`config.mk`:
```
export PLATFORM = sky130hd
export DESIGN_NAME = alu_op_sequencer
export DESIGN_NICKNAME = d
export VERILOG_FILES = /design/src/rtl/alu_op_sequencer.sv
export SDC_FILE = /design/constraint.sdc
export NUM_CORES = 1
export LEC_CHECK = 0
export ABC_AREA = 0
export CAP_MARGIN = 15
export CORE_MARGIN = 5
export CORE_UTILIZATION = 43
export DETAILED_ROUTE_END_ITERATION = 8
export GPL_ROUTABILITY_DRIVEN = 0
export MAX_ROUTING_LAYER = met4
export PLACE_DENSITY = 0.89
export SKIP_CTS_REPAIR_TIMING = 1
export SLEW_MARGIN = 20
export SYNTH_ARGS = -nofsm -noshare
export SYNTH_HDL_FRONTEND = slang
export SYNTH_SLANG_ARGS = --single-unit
export TNS_END_PERCENT = 50
```
`constraint.sdc`:
```
create_clock -name clk -period 3.3 [get_ports clk]
set_input_delay 0.33 -clock clk [delete_from_list [all_inputs] [get_ports clk]]
set_output_delay 0.33 -clock clk [all_outputs]
set_load 0.01 [all_outputs]
```
`src/rtl/alu_op_sequencer.sv`:
```
// Sequences one op at a time into a multi-cycle ALU and returns result/flags via valid/ack.
// Optional watchdog on the ALU wait, enabled by defining ALU_TIMEOUT_EN.
module alu_op_sequencer #(
  parameter int DATA_W  = 16,
  parameter int OP_W    = 4,
  parameter int TIMEOUT = 64
) (
  input  logic              clk,
  input  logic              reset,
  input  logic              op_valid,
  output logic              op_ready,
  input  logic [OP_W-1:0]   op_code,
  input  logic [DATA_W-1:0] op_a,
  input  logic [DATA_W-1:0] op_b,
  input  logic              op_setflags,
  output logic              ALU_start,
  output logic [OP_W-1:0]   ALU_op,
  output logic [DATA_W-1:0] ALU_a,
  output logic [DATA_W-1:0] ALU_b,
  input  logic              ALU_done,
  input  logic [DATA_W-1:0] ALU_result,
  input  logic [3:0]        ALU_flags,
  output logic              flags_we,
  output logic [3:0]        flags_data,
  output logic              res_valid,
  output logic [DATA_W-1:0] res_data,
  input  logic              res_ack,
  output logic              busy,
  output logic              err
);

  // Counter is sized from TIMEOUT so it can always reach TIMEOUT-1 before saturating.
  localparam int CNT_W = $clog2(TIMEOUT + 1);

  typedef enum logic [1:0] {IDLE, ISSUE, WAIT, RESP} state_t;

  state_t              state_q, state_d;
  logic                alu_start_q, alu_start_d;
  logic [OP_W-1:0]     alu_op_q, alu_op_d;
  logic [DATA_W-1:0]   alu_a_q, alu_a_d;
  logic [DATA_W-1:0]   alu_b_q, alu_b_d;
  logic                setflags_q, setflags_d;
  logic [CNT_W-1:0]    wait_cnt_q, wait_cnt_d;
  logic                flags_we_q, flags_we_d;
  logic [3:0]          flags_data_q, flags_data_d;
  logic                res_valid_q, res_valid_d;
  logic [DATA_W-1:0]   res_data_q, res_data_d;
  logic                err_q, err_d;

`ifdef ALU_TIMEOUT_EN
  localparam logic [CNT_W-1:0] TO_LAST = CNT_W'(TIMEOUT - 1);
`endif

  always_ff @(posedge clk) begin
    if (reset) begin
      state_q      <= IDLE;
      alu_start_q  <= 1'b0;
      alu_op_q     <= '0;
      alu_a_q      <= '0;
      alu_b_q      <= '0;
      setflags_q   <= 1'b0;
      wait_cnt_q   <= '0;
      flags_we_q   <= 1'b0;
      flags_data_q <= '0;
      res_valid_q  <= 1'b0;
      res_data_q   <= '0;
      err_q        <= 1'b0;
    end else begin
      state_q      <= state_d;
      alu_start_q  <= alu_start_d;
      alu_op_q     <= alu_op_d;
      alu_a_q      <= alu_a_d;
      alu_b_q      <= alu_b_d;
      setflags_q   <= setflags_d;
      wait_cnt_q   <= wait_cnt_d;
      flags_we_q   <= flags_we_d;
      flags_data_q <= flags_data_d;
      res_valid_q  <= res_valid_d;
      res_data_q   <= res_data_d;
      err_q        <= err_d;
    end
  end

  always_comb begin
    state_d      = state_q;
    alu_start_d  = 1'b0;
    alu_op_d     = alu_op_q;
    alu_a_d      = alu_a_q;
    alu_b_d      = alu_b_q;
    setflags_d   = setflags_q;
    wait_cnt_d   = wait_cnt_q;
    flags_we_d   = 1'b0;
    flags_data_d = flags_data_q;
    res_valid_d  = res_valid_q;
    res_data_d   = res_data_q;
    err_d        = err_q;
    case (state_q)
      IDLE: begin
        if (op_valid) begin
          alu_op_d    = op_code;
          alu_a_d     = op_a;
          alu_b_d     = op_b;
          setflags_d  = op_setflags;
          alu_start_d = 1'b1;
          state_d     = ISSUE;
        end
      end
      ISSUE: begin
        wait_cnt_d = '0;
        state_d    = WAIT;
      end
      WAIT: begin
        if (wait_cnt_q != '1) wait_cnt_d = wait_cnt_q + 1'b1;
        // A done in the same cycle as the timeout still counts as normal completion.
        if (ALU_done) begin
          res_data_d   = ALU_result;
          flags_data_d = ALU_flags;
          flags_we_d   = setflags_q;
          res_valid_d  = 1'b1;
          err_d        = 1'b0;
          state_d      = RESP;
        end
`ifdef ALU_TIMEOUT_EN
        else if (wait_cnt_q == TO_LAST) begin
          res_data_d  = '0;
          res_valid_d = 1'b1;
          err_d       = 1'b1;
          state_d     = RESP;
        end
`endif
      end
      RESP: begin
        if (res_ack) begin
          res_valid_d = 1'b0;
          err_d       = 1'b0;
          state_d     = IDLE;
        end
      end
      default: state_d = IDLE;
    endcase
  end

  assign op_ready   = (state_q == IDLE) && !reset;
  assign busy       = (state_q != IDLE);
  assign ALU_start  = alu_start_q;
  assign ALU_op     = alu_op_q;
  assign ALU_a      = alu_a_q;
  assign ALU_b      = alu_b_q;
  assign flags_we   = flags_we_q;
  assign flags_data = flags_data_q;
  assign res_valid  = res_valid_q;
  assign res_data   = res_data_q;
  assign err        = err_q;

endmodule

```
==> results.cfg <==
[logic_synthesis]
syn_nets = 346
synth_most_common_cell = nand2_1
yosys_warnings = 0
netlist_instances = 281
yosysUniqueCellTypes = 23
synth_top_area_share_pct = 50.3
yosysTopAreaCell = dfxtp_1
synth_area_per_cell_um2 = 8.78
ys_seq_area_share_pct = 50.3
synth_flop_cell = dfxtp_1
ys_seq_elements = 62
synth.area.top_cells = dfxtp_1 50%, nand2_1 13%, a21oi_2 11%
synth_edf_count = 0
ys_top_cells_by_count = 86 x nand2_1, 62 x dfxtp_1, 30 x a21oi_2, 30 x nand2_2, 29 x a21oi_1
synth_area_um2 = 2470
async_reset_ff_share_pct = 0

[global_route]
globalRouteTotalUtil_pct = 18.6
gr-total-overflow = 0
antenna_found_initial = 0
grt_pass1_vias = 2328
grt_pass1_wl_um = 10700
grt_max_degree = 44

[floorplanning]
start_util_pct = 44.5
design.die.area_um2 = 7350
die_h_um = 85.7
die_x_um = 85.7
rows = 27
core_um2 = 5540
ios = 124

[critical_path]
worst_ep_arrival_time_ns = 1.73
critPathRequiredTime_ns = 2.97
crit_chain = inv_1 -> ha_1 -> inv_1 -> nor2_1 -> clkdlybuf4s50_1
slowest_stage = clkdlybuf4s50_1
critPathLaunchType = flip-flop
critPathCaptureType = output port
path_max_fanout = 5
crit_top_cell = inv_1
setup.worst_path.class = flip-flop to output port
cp_slowest_stage_delay_ns = 0.55

[status]
status = finished clean

[route]
drcViolationCount = 0
vias = 2235
drtPass1Iterations = 4
viasPerCell = 4.73
avgRoutedWirePerCell_um = 13.6
wl_um = 6420
ant_nets = 0
drt-initial-drc-count = 62

[power_and_ir_drop]
clkPwrFrac_pct = 24.5
power.internal_mw = 1.66
ir_drop_mv = 0.395
p_sw_share_pct = 32.7
switching_power_uw = 807
p_leak_nw = 1.35
seqPwrFrac_pct = 38.6
power_frac_comb_pct = 36.9
p_per_area_nw_per_um2 = 643

[place]
dp_hpwl_um = 4780
dp_cells = 457
portBuffers = 122

[timing]
fmaxAchievable_mhz = 486
period_needed_ns = 2.06
setup-violations-final = 0
rsz0062_at_grt = false
slew_violations = 0
post-route-period-util_pct = 62.3
relSlewSlack_pct = 34.4
skew_ns = 0.00353
hold_viol = 0
fin_tns_setup_ns = 0
tightest_slew_ns = 0.984

[finish]
drive_gt1_share_pct = 20.0
nNetsFinal = 461
diodes = 0
fin_cells = 473
area_growth_pct = 55.3

[worst_hold_path]
hold_path_class = flip-flop to flip-flop

[job]
maxCapViolCount = 0

[cts]
cts_tree = done
cts_sinks = 62
root_buffer = clkbuf_8
h-tree-depth = 3
numCtsBuffers = 9
cts_buffer_depth = 2
clk_pin_slew_ns = 0.06
insertion_delay_ns = 0.31
==> stage by stage <==
stage	setup slack (ns)	utilization (%)	hold WS (ns)	power (mW)	cell area, um^2
CTS	1.21	69.1	0.454	2.50	3830
floorplan	1.98	-	0.443	1.54	2470
global placement	1.33	65.8	0.441	1.86	3640
detailed placement	1.25	65.8	0.445	1.89	3640
global route	1.10	69.1	0.477	2.63	3830
finish	1.24	69.1	0.455	2.46	3830
==> layout make-up <==
type                            count  area, um^2
Fill cell                         450        1710
Sequential cell                    62        1240
Timing Repair Buffer              124        1230
Multi-Input combinational cell    194        1060
Clock buffer                       13         169
Tap cell                           72        90.1
Inverter                            5        18.8
Clock inverter                      3        17.5
==> power by group through the flow <==
stage               Combinational (mW)  Clock [mW]  Sequential [mW]
global placement                 0.898           0            0.961
finish                           0.910       0.603            0.952
CTS                              0.926       0.625            0.953
global route                      1.00       0.659            0.970
detailed placement               0.922           0            0.968
floorplan                        0.519           0             1.02
==> layer usage <==
layer  wire, um  track usage (%)
met1       2700             20.9
met3        546             7.01
met4         61             5.61
met2       3110             30.9
met5          0                -
==> critical path: cells and delay by family (launching register included) <==
kind	cells	cell delay, ns
buffers and inverters	3	0.72
and+or+nand+nor	1	0.10
DFF	1	0.33
adders and majority gates	1	0.27
==> flip-flops by register name, indices dropped and copies added (netlist names) <==
signal,cells
flags_we,1
ALU_b,16
res_valid,1
ALU_a,16
res_data,16
ALU_op,4
ALU_start,1
setflags_q,1
state_q,2
flags_data,4
==> worst paths after layout <==
kind / endpoint / depth (start not counted) / slack, ns / from
worst max-delay path: op_ready / 5 / 1.24 / state_q[0]
worst min-delay path: ALU_a[15] / 2 / 0.45 / ALU_a[15]
worst max register to register: ALU_b[6] / 5 / 1.41 / state_q[0]
worst min register to register: ALU_a[15] / 2 / 0.45 / ALU_a[15]
==> logic make-up after synthesis <==
family | count (synthesis) | synth area share [%]
AO/OA/AOI/OAI | 63 | 18.0
buffers and inverters | 25 | 6.65
adder cells (fa/ha/maj) | 3 | 1.52
AND/OR/NAND/NOR | 126 | 23.0
multiplexers | 1 | 0.406
other | 1 | 0.152
flip-flops | 62 | 50.3
==> layout by cell type, fill, tap and decap left out <==
cell type          n
buf_4              2
clkdlybuf4s50_1  121
conb_1             1
o21ai_0            1
and2_2             1
clkinvlp_4         1
clkbuf_1           1
a21oi_1           29
ha_1               3
nand2_1           86
clkinv_2           2
nand2b_1           3
a221oi_2           1
clkbuf_8          12
and2_1             1
o21a_1             1
a21oi_2           30
mux2i_1            1
nor2b_1            1
dfxtp_1           62
nor2_1             3
inv_1              5
nand2_2           30
buf_2              1
nor3b_1            1
o21bai_1           1
No activity file was read; power rests on OpenSTA's default activity.
